===== src/rtl/sample_fifo.sv =====
// Single-clock sample FIFO with occupancy count, registered read strobe,
// sticky overflow/underflow flags and a synchronous flush.
module sample_fifo #(
   parameter int DATA_W    = 16,
   parameter int DEPTH     = 16,
   parameter int AF_THRESH = DEPTH - 2,
   parameter int AE_THRESH = 1
) (
   input  logic                       clk,
   input  logic                       rst,
   input  logic                       flush,
   input  logic                       err_clr,
   input  logic [DATA_W-1:0]          wr_data,
   input  logic                       wr_en,
   output logic                       full,
   output logic                       almost_full,
   input  logic                       rd_en,
   output logic [DATA_W-1:0]          rd_data,
   output logic                       rd_valid,
   output logic                       empty,
   output logic                       almost_empty,
   output logic [$clog2(DEPTH):0]     count,
   output logic                       overflow,
   output logic                       underflow
);
   localparam int AW = $clog2(DEPTH);
   localparam int CW = AW + 1;
   localparam logic [CW-1:0] DEPTH_C = CW'(DEPTH);
   localparam logic [CW-1:0] AF_C    = CW'(AF_THRESH);
   localparam logic [CW-1:0] AE_C    = CW'(AE_THRESH);

   logic [DATA_W-1:0] mem [DEPTH];
   logic [AW-1:0]     wptr, rptr;
   logic              wr_acc, rd_acc, ovf_set, udf_set, normal;

   // Status is a pure decode of the registered count.
   assign full         = (count == DEPTH_C);
   assign empty        = (count == '0);
   assign almost_full  = (count >= AF_C);
   assign almost_empty = (count <= AE_C);

   // A write into a full FIFO is legal when a read frees the slot this edge.
   assign normal  = ~rst & ~flush;
   assign wr_acc  = normal & wr_en & (~full | rd_en);
   assign rd_acc  = normal & rd_en & ~empty;
   assign ovf_set = wr_en & full & ~rd_en;
   assign udf_set = rd_en & empty;

   always_ff @(posedge clk) begin
      if (wr_acc) mem[wptr] <= wr_data;
   end

   always_ff @(posedge clk) begin
      if (rst) begin
         wptr      <= '0;
         rptr      <= '0;
         count     <= '0;
         rd_data   <= '0;
         rd_valid  <= 1'b0;
         overflow  <= 1'b0;
         underflow <= 1'b0;
      end else if (flush) begin
         wptr     <= '0;
         rptr     <= '0;
         count    <= '0;
         rd_valid <= 1'b0;
      end else begin
         if (wr_acc) wptr <= wptr + AW'(1);
         // Nonblocking read of mem returns the oldest word even when the
         // write pointer aliases the read pointer at full.
         if (rd_acc) begin
            rptr    <= rptr + AW'(1);
            rd_data <= mem[rptr];
         end
         rd_valid  <= rd_acc;
         count     <= count + CW'(wr_acc) - CW'(rd_acc);
         overflow  <= (overflow & ~err_clr) | ovf_set;
         underflow <= (underflow & ~err_clr) | udf_set;
      end
   end
endmodule


===== config.mk =====
export PLATFORM = sky130hd
export DESIGN_NAME = sample_fifo
export DESIGN_NICKNAME = d
export VERILOG_FILES = /design/src/rtl/sample_fifo.sv
export SDC_FILE = /design/constraint.sdc
export NUM_CORES = 1
export LEC_CHECK = 0
export BUFFER_PORTS_ARGS = -buffer_cell sky130_fd_sc_hd__buf_2
export CAP_MARGIN = 20
export CORE_AREA = 2 2 162 164
export CTS_BUF_LIST = sky130_fd_sc_hd__clkbuf_2 sky130_fd_sc_hd__clkbuf_4 sky130_fd_sc_hd__clkbuf_8
export DETAILED_ROUTE_END_ITERATION = 10
export DIE_AREA = 0 0 164 166
export SETUP_SLACK_MARGIN = 0.2
export SYNTH_ARGS = -nofsm -noshare
export SYNTH_HDL_FRONTEND = slang
export SYNTH_SLANG_ARGS = --single-unit

===== constraint.sdc =====
create_clock -name clk -period 2.7 [get_ports clk]
set_input_delay 0.135 -clock clk [delete_from_list [all_inputs] [get_ports clk]]
set_output_delay 0.135 -clock clk [all_outputs]
set_load 0.1 [all_outputs]

==> results of run 1 <==
how the worst max path moves through the flow:
stage | depth (start not counted) | start | to | slack, ns
after floorplan | 14 | count[2] | count[4] | -0.1
after global placement | 13 | count[2] | count[4] | 0.12
after detailed placement | 13 | count[2] | count[4] | 0.06
after CTS | 13 | count[2] | count[4] | 0.03
after global routing | 13 | count[3] | count[4] | -0.03
final | 13 | count[3] | count[4] | 0.05
kinds of logic (layout without fill, tap and decap cells):
logic type,after synthesis,count (layout)
DFF,288,288
and+or+nand+nor,74,74
AOI/OAI and AO/OA,48,48
muxes,97,97
adders and majority gates,18,18
buffers and inverters,43,208
xor gates and xnor gates,5,5
report_power, final:
| part | switching, mW | internal (mW) | leakage (nW) |
|---|---|---|---|
| Clock | 1.65 | 2.02 | 0.495 |
| Sequential | 0.00661 | 4.86 | 2.57 |
| Combinational | 0.180 | 0.0786 | 1.34 |
| Total | 1.84 | 6.95 | 4.40 |
metrics by stage:
step           instances  TNS (ns)
2_1_floorplan        573   -0.0987
3_3_place_gp         960         0
3_5_place_dp         960         0
4_1_cts             1066         0
5_1_grt             1073   -0.0279
6_report            1073         0
per-layer routing:
metal  global-route usage  up-vias  wire length [um]
li1                     -     2565                 -
met5                    0        -                 0
met3               0.0362       59              1420
met1                0.241     2977             10100
met4               0.0587        0               650
met2                0.312      181             12000
cells in the mapped netlist, types with 2 or more instances:
cell type	number	area, sq um
nand2b_1	4	25.0
buf_2	9	45.0
buf_4	4	30.0
nand2_1	27	101
nor2_1	21	78.8
buf_6	4	45.0
and2_1	2	12.5
mux4_2	64	1440
edfxtp_1	256	7690
mux2i_1	33	330
xor2_1	3	26.3
ha_1	17	213
buf_8	3	45.0
o21ai_0	3	15.0
xnor2_1	2	17.5
nand3_1	3	15.0
clkbuf_1	7	26.3
a21oi_1	25	125
dfxtp_1	32	641
nor3_1	4	20.0
inv_1	15	56.3
o22a_1	16	140
worst max-delay path: stages (launching register included):
cell	delay, ns
dfxtp_4	0.35
inv_4	0.07
ha_4	0.13
or4b_4	0.50
nand2_8	0.09
inv_6	0.04
ha_4	0.25
inv_2	0.03
ha_4	0.15
fa_2	0.34
nand2b_1	0.12
a21oi_2	0.07
or3_1	0.32
a21oi_2	0.12
timing repair:
| item | in CTS | in global routing |
|---|---|---|
| gates cloned | 0 | 0 |
| hold buffers | 20 | 0 |
| endpoints found under the hold margin | 258 | 0 |
| buffers inserted | 1 | 7 |
| gates resized for setup | 0 | 6 |
| endpoints found under the setup margin | 1 | 3 |
final cells by class:
class,count,area (sq um)
inverter,15,66.3
timing repair buffer,108,828
clock inverter,18,115
tap,335,419
clock buffer,67,803
multi-input combinational,242,2890
fill,2001,12200
sequential,288,8350
layout by cell type (no fill, tap or decap), drive strengths merged, types with 2 or more instances in the layout:
| cell | netlist | routed |
|---|---|---|
| edfxtp | 256 | 256 |
| buf | 21 | 87 |
| clkbuf | 7 | 68 |
| mux4 | 64 | 64 |
| mux2i | 33 | 33 |
| dfxtp | 32 | 32 |
| nand2 | 28 | 28 |
| a21oi | 25 | 25 |
| nor2 | 21 | 21 |
| dlygate4sd3 | 0 | 20 |
| ha | 17 | 17 |
| o22a | 16 | 16 |
| inv | 15 | 16 |
| clkinv | 0 | 15 |
| nand2b | 4 | 4 |
| nand3 | 4 | 4 |
| nor3 | 4 | 4 |
| o21ai | 3 | 3 |
| xor2 | 3 | 3 |
| and2 | 2 | 2 |
| xnor2 | 2 | 2 |
| nor3b | 2 | 2 |
registers in the layout, summed over array words and instances, names as in the netlist:
| register | count |
|---|---|
| rd_data | 16 |
| rd_valid | 1 |
| overflow | 1 |
| mem | 256 |
| wptr | 4 |
| underflow | 1 |
| count | 5 |
| rptr | 4 |
==> results.toml, run 1 <==
[cells_and_area]
drive_gt1_frac = 0.369
diodes = 0
final_cell_area_sq_um = 13500
final_util = 0.526
fin_nets = 741
syn2layout_area_growth_pct = 18.8

[clock_network]
clkTransAtPathRegs_ns = 0.06
cts_tree = "built"
cts_max_path_buffers = 3
root_buffer = "clkbuf_8"
clock_latency_ns = 0.55
cts_made_buffers = 46
clkSinkCount = 288
htreeDepth = 2

[route]
dr.pass1.iters = 4
route.detailed.drc = 0
avgViaCountPerCell = 5.39
wirelength_um = 24100
vias = 5782
drt_iter0_drc = 464
drt.antenna.violating_nets = 0
wl_per_cell_um = 22.5

[floorplanning]
dieArea_sq_um = 27200
die_h_um = 166
core-area_sq_um = 25600
boundaryPins = 50
initial_utilization = 0.443
core.rowCount = 59
die_w_um = 164

[timing]
fin_ws_ns = 0.0500
post-route-period-util = 0.981
setup_viol = 0
fmaxAchievable_ghz = 0.377
slew_violations = 0
hold_slack_ns = 0.0342
slew_headroom = 0.309
rsz0062_at_grt = "yes"
period_needed_ns = 2.65
worstMarginPinSlew_ns = 1.04
clock_skew_ns = 0.0189
finalHoldViolCount = 0

[logic_synthesis]
synthArstFlopShare = 0
ys_warn_count = 0
synthFlopType = "edfxtp_1"
seq_area_frac_synth = 0.734
syn_inst = 573
synth_top_family_by_area = "multiplexers"
synth_compound_area_frac = 0.0279
synth_xor_area_frac = 0.00386
synth-seq-cells = 288
synth_fa_ha_area_frac = 0.0205
synth_enable_flop_cells = 256
avgSynthCellArea_sq_um = 19.8
synthMuxAreaShare = 0.156
yosys.area_share.simple = 0.0348
yosysUniqueCellTypes = 41
syn_area_sq_um = 11300
syn_nets = 613

[grt]
overflow = 0
track_usage = 0.185
grt_pass1_vias = 6257
grt_first_pass_wirelength_um = 37000
grt_max_degree = 67
antenna_found_initial = 0

[power_and_ir_drop]
p_leak_nw = 4.40
worst_ir_drop_vdd_v = 0.000393
p_per_area_nw_per_um2 = 653
finalPower_mw = 8.79

[hold_path]
hold_class = "input port to flop"
min_to = "wptr[3]"
min_path_cells = 4
min_from = "rst"

[setup_path]
r2r-end = "count[4]"
start_kind = "flop"
r2r_start = "count[3]"
end_kind = "flop"
cp_max_fo = 3
reg2regPathDepth = 13
cp.arrival_ns = 3.12
worstPathRequired_ns = 3.17
ff2ff_setup_slack_ns = 0.05
crit_type = "flop to flop"

[place]
gp_congestion = 0.756
hpwl_um = 13500
placed_area_sq_um = 12300
numPortBuffers = 49
pre_cts_ws_ns = 0.0589

[status]
outcome = "complete, no violations"

[run]
cap_violations = 0
Note: power is estimated with default switching activity, not from simulation.
==> inputs of run 2 (changes only) <==
--- a/config.mk
+++ b/config.mk
@@ -5,7 +5,7 @@
 export SDC_FILE = /design/constraint.sdc
 export NUM_CORES = 1
 export LEC_CHECK = 0
-export BUFFER_PORTS_ARGS = -buffer_cell sky130_fd_sc_hd__buf_2
+export BUFFER_PORTS_ARGS = -buffer_cell sky130_fd_sc_hd__buf_4
 export CAP_MARGIN = 20
 export CORE_AREA = 2 2 162 164
 export CTS_BUF_LIST = sky130_fd_sc_hd__clkbuf_2 sky130_fd_sc_hd__clkbuf_4 sky130_fd_sc_hd__clkbuf_8
==> run 2 against run 1 <==
Cell count stayed put. Combinational power increased by 3%. Critical path depth unchanged. Highest routed layer unchanged. Global-route usage is 0.098 points higher. Maximum frequency down 0.85%. Flip-flop and latch count is the same. Critical path type unchanged. Wire length increased by 0.95%. First-iteration DRC count down 1.5%.
==> results.toml, run 2 (synthesis results as in run 1) <==
[cells_and_area]
mostFrequentLayoutCells = "edfxtp_1 (256), buf_4 (82), mux4_2 (64)"
fin_cells = 1073
largest_reg_flops = 256
final_util = 0.530
multi_input_area_sq_um = 2870
fin_nets = 744
syn2layout_area_growth_pct = 19.7
layout_commonest_cell = "edfxtp_1"
fillCellCount = 2038
top_register = "mem"
seq_area_sq_um = 8350
diodes = 0
drive_gt1_frac = 0.359
top_regs = "mem (256), rd_data (16), count (5)"

[route]
dr.pass1.iters = 4
drt.antenna.violating_nets = 0
vias = 5787
wl_per_cell_um = 22.7
route.detailed.drc = 0
drt_iter0_drc = 457
avgViaCountPerCell = 5.39
wirelength_um = 24400

[setup_path]
crit_chain = "inv_4 > ha_4 > or4b_4 > nand2_8 > inv_6 > ha_4 > inv_2 > ha_4 > fa_2 > nand2b_1 > a21oi_2 > or3_1 > a21oi_2"
worstPathRequired_ns = 3.18
crit_type = "flop to flop"
cp.arrival_ns = 3.15
start_kind = "flop"
cp_common_cell = "ha_4"
cpMaxStageDelayCell = "or4b_4"
cpPeakStageDelay_ns = 0.50
cp_max_fo = 4
end_kind = "flop"

[clock_network]
cts_max_path_buffers = 3
clkTransAtPathRegs_ns = 0.06
htreeDepth = 2
clkSinkCount = 288
cts_tree = "built"
cts_made_buffers = 48
clock_latency_ns = 0.57
root_buffer = "clkbuf_8"

[timing]
fmaxAchievable_ghz = 0.374
post-route-period-util = 0.990
period_needed_ns = 2.67
hold_slack_ns = 0.0315
slew_violations = 0
finalSetupTns_ns = 0
worstMarginPinSlew_ns = 0.773
finalHoldViolCount = 0
slew_headroom = 0.484
setup_viol = 0
clock_skew_ns = 0.0264
rsz0062_at_grt = "yes"

[place]
numPortBuffers = 49
placedCellCount = 964
hpwl_um = 13700
gp_congestion = 0.739

[grt]
antenna_found_initial = 0
grt_max_degree = 34
grt_first_pass_wirelength_um = 37000
overflow = 0
track_usage = 0.186
grt_pass1_vias = 6202

[floorplanning]
core.rowCount = 59
initial_utilization = 0.443
boundaryPins = 50
core-area_sq_um = 25600
die_w_um = 164
dieArea_sq_um = 27200
die_h_um = 166

[power_and_ir_drop]
p_leak_nw = 4.43
finalPower_mw = 8.85
p_per_area_nw_per_um2 = 652
worst_ir_drop_vdd_v = 0.000315

[run]
cap_violations = 0

[status]
outcome = "complete, no violations"

[hold_path]
hold_class = "input port to flop"
-- run 2: cell count changes in the layout (fill, tap and decap cells not counted), moves of 2 or more --
cell | previous run | this run
clkinv_2 | 8 | 4
buf_2 | 48 | 0
dlygate4sd3_1 | 20 | 22
clkbuf_8 | 48 | 51
nor3_2 | 2 | 4
buf_4 | 32 | 82
nor3_4 | 2 | 0
clkbuf_4 | 20 | 16
buf_12 | 7 | 5
clkinv_1 | 7 | 10
-- run 2: worst max-delay path: cells and delay by family, from the launching register on --
family	cells	cell delay, ns
adders and majority gates	4	0.87
and+or+nand+nor	4	1.04
buffers and inverters	3	0.14
DFF	1	0.35
AOI/OAI and AO/OA	2	0.20
-- run 2: cell type report --
class | count | area share
Clock buffer | 67 | 0.0606
Clock inverter | 17 | 0.00821
Inverter | 15 | 0.00489
Multi-Input combinational cell | 242 | 0.211
Sequential cell | 288 | 0.615
Tap cell | 335 | 0.0309
Timing Repair Buffer | 109 | 0.0690
-- run 2: power breakdown --
part	switching [mW]	leakage, nW	internal [mW]	total, mW
logic	0.177	1.37	0.0897	0.267
clock network	1.66	0.493	2.06	3.72
registers	0.00709	2.57	4.86	4.86
-- run 2: through the flow --
stage	cell area, sq um	setup WS (ns)
CTS	13600	0.0421
detailed placement	12400	0.0534
global placement	12400	0.117
floorplan	11400	-0.0987
finish	13600	0.0274
global route	13600	-0.0690
-- run 2: timing repair --
item,CTS,global route
pin swaps,1,0
endpoints found under the setup margin,1,2
hold buffers,22,0
buffers inserted,2,1
hold endpoints to repair,273,0
cloned,0,0
gates resized for setup,0,3
-- run 2: final timing paths --
path	from	end	slack, ns	depth (start not counted)
hold / removal	flush	count[4]	0.03	3
setup reg to reg	count[2]	count[4]	0.03	13
setup / recovery	count[2]	count[4]	0.03	13
hold reg to reg	rd_data[7]	rd_data[7]	0.45	2
-- run 2: metal layers --
| metal | wire length, um | up-vias | track usage |
|---|---|---|---|
| met5 | 0 | - | 0 |
| met4 | 473 | 0 | 0.0584 |
| met3 | 1330 | 38 | 0.0342 |
| met2 | 12500 | 159 | 0.312 |
| met1 | 10100 | 3020 | 0.246 |
| li1 | - | 2570 | - |
==> inputs of run 3 (changes only) <==
==> constraint.sdc (replaced) <==
create_clock -name clk -period 3 [get_ports clk]
set_input_delay 0.15 -clock clk [delete_from_list [all_inputs] [get_ports clk]]
set_output_delay 0.15 -clock clk [all_outputs]
set_load 0.1 [all_outputs]
==> run 3 against run 2 <==
Sequential share of layout area decreased by 0.23 points. Flip-flop and latch count unchanged. Worst setup slack improved by 0.22 ns. Die area unchanged. Clock power decreased by 5.4%. Core utilization increased by 0.20 points. First-iteration DRC count decreased by 5.3%. Global-route usage increased by 0.21 points. Count of clock-buffer cells in the layout increased by 3. Sequential power decreased by 9.9%. Largest power group unchanged.
==> results.toml, run 3 (synthesis results as in run 1) <==
[power_and_ir_drop]
p_seq_frac = 0.538
power_frac_comb = 0.030
p_per_area_nw_per_um2 = 598
p_clk_frac = 0.432
p_leak_nw = 4.44
worst_ir_drop_vdd_v = 0.000300
p_sw_mw = 1.65
intPower_mw = 6.49
swShare = 0.203

[cells_and_area]
fillCellCount = 1995
top_register = "mem"
seq_area_sq_um = 8350
drive_gt1_frac = 0.363
top_regs = "mem (256), rd_data (16), count (5)"
multi_input_area_sq_um = 2880
diodes = 0
fin_nets = 739
mostFrequentLayoutCells = "edfxtp_1 (256), buf_4 (76), mux4_2 (64)"
layout_commonest_cell = "edfxtp_1"
syn2layout_area_growth_pct = 20.1
largest_reg_flops = 256

[route]
wl_per_cell_um = 23.2
drt.antenna.violating_nets = 0
vias = 5789
dr.pass1.iters = 4
wirelength_um = 24900
avgViaCountPerCell = 5.41
route.detailed.drc = 0
drt_iter0_drc = 433

[grt]
grt_first_pass_wirelength_um = 37300
overflow = 0
grt_pass1_vias = 6022
grt_max_degree = 35
track_usage = 0.188
antenna_found_initial = 0

[clock_network]
htreeDepth = 2
cts_made_buffers = 46
clkSinkCount = 288
cts_tree = "built"
cts_max_path_buffers = 3
clkTransAtPathRegs_ns = 0.06
root_buffer = "clkbuf_8"
clock_latency_ns = 0.57

[place]
pre_cts_ws_ns = 0.286
hpwl_um = 13900
numPortBuffers = 49
gp_congestion = 0.791

[setup_path]
cpMaxStageDelayCell = "or4b_4"
cp_common_cell = "ha_4"
crit_type = "flop to flop"
crit_buf_inv = 3
start_kind = "flop"
end_kind = "flop"
reg2regPathDepth = 13
ff2ff_setup_slack_ns = 0.24
crit_chain = "inv_4 > ha_4 > or4b_4 > nand2_8 > inv_4 > ha_4 > inv_2 > ha_4 > fa_2 > nand2b_4 > a21oi_2 > or3_1 > a21oi_1"
cp.arrival_ns = 3.24
cpPeakStageDelay_ns = 0.55
crit_cells = 13
r2r-end = "count[4]"
r2r_start = "count[2]"
worstPathRequired_ns = 3.48
cp_max_fo = 6
cp_top_family = "simple AND/OR/NAND/NOR gates"

[floorplanning]
dieArea_sq_um = 27200
boundaryPins = 50
core.rowCount = 59
die_h_um = 166
initial_utilization = 0.443
die_w_um = 164
core-area_sq_um = 25600

[timing]
fin_ws_ns = 0.243
finalSetupTns_ns = 0
finalHoldViolCount = 0
setup_viol = 0
rsz0062_at_grt = "yes"
worstMarginPinSlew_ns = 0.644
post-route-period-util = 0.919
fmaxAchievable_ghz = 0.363
slew_violations = 0
slew_headroom = 0.570
clock_skew_ns = 0.0168
period_needed_ns = 2.76

[hold_path]
min_to = "rptr[1]"
hold_class = "input port to flop"
min_path_cells = 3
min_from = "flush"

[run]
cap_violations = 0

[status]
outcome = "complete, no violations"
==> run 3: cell count changes in the layout (fill, tap and decap cells not counted), moves of 2 or more <==
cell           previous run  this run
clkinv_1                 10         6
buf_4                    82        76
clkbuf_8                 51        49
clkbuf_4                 16        21
dlygate4sd3_1            22        24
bufinv_16                 1         3
==> run 3: final cells by class <==
| type | instances | area share |
|---|---|---|
| sequential | 288 | 0.613 |
| multi-input combinational | 242 | 0.211 |
| timing repair buffer | 106 | 0.0683 |
| clock buffer | 70 | 0.0611 |
| tap | 335 | 0.0308 |
| clock inverter | 15 | 0.0111 |
| inverter | 15 | 0.00468 |
==> run 3: repair_timing <==
action,in CTS,in global routing
resized for setup,0,4
endpoints found under the hold margin,272,0
endpoints found under the setup margin,0,2
hold buffers,24,0
buffers inserted,0,3
==> run 3: worst max-delay path by stage <==
stage	from	endpoint	slack [ns]
5_1_grt	count[2]	count[4]	0.19
2_1_floorplan	count[2]	count[4]	0.20
3_3_place_gp	count[2]	count[4]	0.32
4_1_cts	count[2]	count[4]	0.27
3_5_place_dp	count[2]	count[4]	0.29
6_report	count[2]	count[4]	0.24
==> run 3: power groups by stage <==
| stage | Clock (mW) | Sequential (mW) | Combinational, mW |
|---|---|---|---|
| after global placement | 0 | 4.46 | 0.205 |
| after CTS | 3.60 | 4.38 | 0.238 |
| final | 3.52 | 4.38 | 0.244 |
| after global routing | 3.79 | 4.38 | 0.263 |
| after floorplan | 0 | 4.49 | 0.0900 |
| after detailed placement | 0 | 4.46 | 0.213 |
==> run 3: layer usage <==
metal  vias to the layer above  global-route usage  part of all wire
met5                         -                   0                 0
met4                         0              0.0584             0.022
met3                        41              0.0357             0.048
met2                       157               0.309              0.50
met1                      3032               0.254              0.43
li1                       2559                   -                 -
==> run 3: metrics by stage <==
stage | cell area [sq um] | std cells | util | hold slack [ns] | power (mW)
2_1_floorplan | 11400 | 573 | - | 0.249 | 4.58
5_1_grt | 13600 | 1071 | 0.532 | 0.0578 | 8.43
3_3_place_gp | 12400 | 959 | 0.482 | 0.438 | 4.67
3_5_place_dp | 12400 | 959 | 0.482 | 0.451 | 4.67
6_report | 13600 | 1071 | 0.532 | 0.0606 | 8.14
4_1_cts | 13600 | 1068 | 0.530 | 0.0216 | 8.22
==> run 3: worst register-to-register path, stage by stage (launching register included) <==
cell and delay (ns):
dfxtp_4 0.36, inv_4 0.08, ha_4 0.13, or4b_4 0.55
nand2_8 0.11, inv_4 0.04, ha_4 0.25, inv_2 0.03
ha_4 0.15, fa_2 0.37, nand2b_4 0.09, a21oi_2 0.06
or3_1 0.31, a21oi_1 0.15
